**src/rtl/alu_pkg.sv**
```systemverilog
// Shared opcode definitions for the 8-bit registered ALU.
// The opcode encoding is shared by the top level and the testbench.
package alu_pkg;

  typedef enum logic [3:0] {
    OP_INC  = 4'b0000,
    OP_ADD  = 4'b0001,
    OP_SUBB = 4'b0010,
    OP_DEC  = 4'b0011,
    OP_AND  = 4'b0100,
    OP_OR   = 4'b0101,
    OP_XOR  = 4'b0110,
    OP_NOT  = 4'b0111,
    OP_SHL  = 4'b1000,
    OP_SHR  = 4'b1001,
    OP_ROL  = 4'b1010,
    OP_ROR  = 4'b1011,
    OP_TFB  = 4'b1100,
    OP_NAND = 4'b1101,
    OP_NOR  = 4'b1110,
    OP_XNOR = 4'b1111
  } alu_op_t;

endpackage

```
**src/rtl/alu_adder8.sv**
```systemverilog
// 8-bit ripple-carry adder used by every arithmetic opcode of the ALU.
module alu_adder8 (
  input  logic [7:0] A,
  input  logic [7:0] Y,
  input  logic       Cin,
  output logic [7:0] Sum,
  output logic       Cout
);

  logic carry;

  // The carry ripples through a scalar so each stage sees the previous stage's carry-out.
  always_comb begin
    Sum   = 8'h00;
    carry = Cin;
    for (int i = 0; i < 8; i++) begin
      Sum[i] = A[i] ^ Y[i] ^ carry;
      carry  = (A[i] & Y[i]) | (carry & (A[i] ^ Y[i]));
    end
    Cout = carry;
  end

endmodule

```
**src/rtl/alu_8bit.sv**
```systemverilog
// 8-bit ALU: arithmetic, logic, shift/rotate and transfer ops with the
// result, zero flag and carry flag registered once per clock.
module alu_8bit
  import alu_pkg::*;
(
  input  logic       clk,
  input  logic       rst,
  input  logic [7:0] A,
  input  logic [7:0] B,
  input  logic       Cin,
  input  logic [3:0] S,
  output logic [7:0] D,
  output logic       Z,
  output logic       Cout
);

  logic [7:0] addy;
  logic [7:0] sum;
  logic       sumc;
  logic [7:0] result;
  logic       carry;

  // The low opcode bits pick the adder's second operand: 0, B, ~B or all-ones.
  always_comb begin
    addy = 8'h00;
    case (S[1:0])
      2'b00: addy = 8'h00;
      2'b01: addy = B;
      2'b10: addy = ~B;
      2'b11: addy = 8'hFF;
    endcase
  end

  alu_adder8 u_adder (
    .A   (A),
    .Y   (addy),
    .Cin (Cin),
    .Sum (sum),
    .Cout(sumc)
  );

  always_comb begin
    result = 8'h00;
    carry  = 1'b0;
    case (alu_op_t'(S))
      OP_INC, OP_ADD, OP_SUBB, OP_DEC: begin
        result = sum;
        carry  = sumc;
      end
      OP_AND:  result = A & B;
      OP_OR:   result = A | B;
      OP_XOR:  result = A ^ B;
      OP_NOT:  result = ~A;
      OP_SHL: begin
        result = {A[6:0], Cin};
        carry  = A[7];
      end
      OP_SHR: begin
        result = {Cin, A[7:1]};
        carry  = A[0];
      end
      OP_ROL: begin
        result = {A[6:0], A[7]};
        carry  = A[7];
      end
      OP_ROR: begin
        result = {A[0], A[7:1]};
        carry  = A[0];
      end
      OP_TFB:  result = B;
      OP_NAND: result = ~(A & B);
      OP_NOR:  result = ~(A | B);
      OP_XNOR: result = ~(A ^ B);
    endcase
  end

  // Reset state keeps Z consistent with the cleared result.
  always_ff @(posedge clk or posedge rst) begin
    if (rst) begin
      D    <= 8'h00;
      Z    <= 1'b1;
      Cout <= 1'b0;
    end else begin
      D    <= result;
      Z    <= (result == 8'h00);
      Cout <= carry;
    end
  end

endmodule

```
**config.mk**
```make
export PLATFORM = sky130hd
export DESIGN_NAME = alu_8bit
export DESIGN_NICKNAME = d
export VERILOG_FILES = /design/src/rtl/alu_pkg.sv /design/src/rtl/alu_adder8.sv /design/src/rtl/alu_8bit.sv
export SDC_FILE = /design/constraint.sdc
export NUM_CORES = 1
export LEC_CHECK = 0
export CAP_MARGIN = 20
export CELL_PAD_IN_SITES_DETAIL_PLACEMENT = 1
export CELL_PAD_IN_SITES_GLOBAL_PLACEMENT = 1
export CORE_UTILIZATION = 42
export DETAILED_ROUTE_END_ITERATION = 16
export GPL_TIMING_DRIVEN = 0
export PLACE_DENSITY_LB_ADDON = 0.1
export SETUP_SLACK_MARGIN = 0.2
export SYNTH_ARGS = -nofsm -noshare
export SYNTH_HDL_FRONTEND = slang
export SYNTH_SLANG_ARGS = --single-unit
```
**constraint.sdc**
```tcl
create_clock -name clk -period 1.7 [get_ports clk]
set_clock_uncertainty 0.15 [all_clocks]
set_input_delay 0.425 -clock clk [delete_from_list [all_inputs] [get_ports clk]]
set_output_delay 0.425 -clock clk [all_outputs]
set_load 0.01 [all_outputs]
```
==> flow_metrics.env <==
export IMPL_syn_area_per_cell_um2=8.00
export IMPL_place_gp_congestion=0.902
export IMPL_fin_nets=312
export IMPL_power_share_clock_pct=23.1
export IMPL_power_frac_comb_pct=55.2
export IMPL_hpwl_mm=4.87
export IMPL_leakagePower_nw=1.08
export IMPL_p_seq_share_pct=21.6
export IMPL_crit_arrival_ns=4.40
export IMPL_clk_pin_slew_ns=0.05
export IMPL_p_switching_mw=0.488
export IMPL_grt_antenna_before_repair=0
export IMPL_gr_usage_met3_pct=2.36
export IMPL_synthTopCellsByArea="dfrtp_1 13%, ha_1 11%, fa_1 9.0%, inv_1 5.9%, mux2i_1 3.9%"
export IMPL_path_class="in2reg"
export IMPL_failed_checks="setup timing"
export IMPL_required_ns=1.70
export IMPL_grtUsageTotal_pct=31.9
export IMPL_start_util_pct=44.3
export IMPL_slowest_stage="fa_1"
export IMPL_crit_buf_inv=9
export IMPL_whs_ns=0.314
export IMPL_grt_pass1_wl_mm=10.6
export IMPL_grt_pass1_vias=2002
export IMPL_synth_nets=270
export IMPL_postSynthCellCount=223
export IMPL_first_iter_violations=178
export IMPL_fin_crit_ns=4.40
export IMPL_postCtsHoldBufs=0
export IMPL_yosysSeqAreaShare_pct=14.1
export IMPL_die_h_um=67.2
export IMPL_met2_usage_pct=56.0
export IMPL_worst_pin_slew_ns=0.600
export IMPL_netlist_area_leader_share_pct=12.6
export IMPL_synthToLayoutAreaGrowth_pct=34.3
export IMPL_cts_buffer_depth=2
export IMPL_ys_flop_type="dfrtp_1"
export IMPL_final_antenna_net_count=0
export IMPL_post_dp_cell_area_um2=2210
export IMPL_portBuffers=29
export IMPL_num_rows=23
export IMPL_yosys_warnings=0
export IMPL_critical_path_top_delay_family="adder cells"
export IMPL_slew_violations=0
export IMPL_layout_common_cells="22 x inv_1, 16 x ha_1, 14 x nand2_1, 14 x clkdlybuf4s50_1"
export IMPL_synth_seq_cells=10
export IMPL_fillCellCount=495
export IMPL_cts_tree="yes"
export IMPL_vias=2002
export IMPL_clock_sinks=10
export IMPL_grtUsageMet1_pct=39.8
export IMPL_finalSetupViolCount=10
export IMPL_syn_area_um2=1780
export IMPL_maxSlewHeadroom_pct=60.0
export IMPL_dr_pass1_iters=4
export IMPL_crit_path_end_kind="flop"
export IMPL_grt_most_used_layer="met2"
export IMPL_die_x_um=67.2
export IMPL_die_area_um2=4510
export IMPL_post_route_period_util_pct=259
export IMPL_wl_per_cell_um=22.5
export IMPL_grt_setup_unrepaired="yes"
export IMPL_cp_cell_sequence="buf_12, buf_8, buf_8, buf_8, nand2_4, o21ai_4, fa_2, inv_2, fa_2, inv_2, fa_2, fa_2, inv_2, fa_2, inv_2, fa_2, fa_2, inv_2, fa_1, a22oi_2, a2bb2oi_2, nor4b_2"
export IMPL_wl_mm=7.07
export IMPL_final_common_cell="inv_1"
export IMPL_critPathMostFrequentCell="fa_2"
export IMPL_routed_via_density=6.38
export IMPL_fin_ws_ns=-2.70
export IMPL_h_tree_depth=1
export IMPL_p_int_mw=0.796
export IMPL_drc_errors=0
export IMPL_crit_fanout=2
export IMPL_overflow=0
export IMPL_max_freq_mhz=227
export IMPL_n_antenna_cell=0
export IMPL_swShare_pct=38.0
export IMPL_startpoint_type="primary input"
export IMPL_peakVddDrop_mv=0.201
export IMPL_core_area_um2=4030
export IMPL_grt_max_degree=11
export IMPL_tns_ns=-17.58
export IMPL_synth_edf_count=0
export IMPL_pre_cts_ws_ns=-3.77
export IMPL_drive_gt1_share_pct=25.4
export IMPL_status="complete, but fails checks"
export IMPL_hold_viol=0
export IMPL_fin_area_um2=2400
export IMPL_synth_top_area_cell="dfrtp_1"
export IMPL_p_per_area_nw_per_um2=536
export IMPL_max_stage_delay_ns=0.43
export IMPL_clockRootBuffer="clkbuf_8"
export IMPL_async_flop_share_pct=100
export IMPL_post_route_util_pct=59.5
export IMPL_cts_made_buffers=3
export IMPL_max_cap_viol_count=0
export IMPL_ys_types=56
export IMPL_min_path_type="in2async"
export IMPL_ios=33
[registers in the layout (all words and copies together) (netlist names)]
register / flops
Cout: 1
D: 8
Z: 1
[final timing paths]
kind	startpoint	end	slack [ns]	cells past startpoint
worst max-delay path	S[0]	Z	-2.70	22
worst min-delay path	rst	D[0]	0.31	2
max in group asynchronous	rst	Z	0.78	2
min in group clk	S[1]	D[1]	0.61	4
[per-stage QoR]
stage,power [mW],std cells
finish,1.28,314
global route,1.34,314
CTS,1.25,314
detailed placement,0.930,302
global placement,0.898,302
floorplan,0.671,223
[cells in the mapped netlist (all sizes together), types with 3 or more instances]
library cell,count
o221a,4
a211oi,4
clkbuf,3
o31ai,3
nand2b,5
a31oi,4
nand2,15
o21ai,15
inv,28
nor4,3
dfrtp,9
nor2,15
nor2b,8
ha,16
mux2i,7
a21oi,9
fa,8
nand3b,3
o211ai,4
buf,14
or2,4
o221ai,3
[power by group through the flow]
stage	combinational, mW	clock (mW)	sequential [mW]
floorplan	0.371	0	0.299
global placement	0.618	0	0.280
detailed placement	0.646	0	0.284
CTS	0.679	0.294	0.279
global route	0.759	0.304	0.280
finish	0.709	0.297	0.278
[cell families after synthesis]
group | count (synthesis) | synth area share, %
simple gates | 64 | 19.3
fa+ha+maj | 24 | 20.2
buf+inv | 45 | 10.9
flops | 10 | 14.1
compound gates | 69 | 27.6
mux | 11 | 7.92
[timing repair]
action	4_1_cts	5_1_grt
endpoints found under the hold margin	0	0
buffers inserted	8	0
resized for setup	35	6
endpoints found under the setup margin	20	10
pin swaps	16	4
[layout make-up]
class | instances | area [µm²] | share of cell area [%]
plain buffers | 17 | 144 | 6.01
clock buffers | 4 | 55.1 | 2.30
inverters | 28 | 109 | 4.54
multi-input cells | 168 | 1450 | 60.4
flip-flops and latches | 10 | 251 | 10.5
well taps | 50 | 62.6 | 2.61
repair buffers | 37 | 327 | 13.6
[layer usage]
metal | vias up | wire length (µm)
li1 | 885 | -
met1 | 1000 | 2840
met2 | 99 | 3570
met3 | 18 | 457
met4 | 0 | 197
met5 | - | 0
Note: power is estimated with default switching activity, not from simulation.
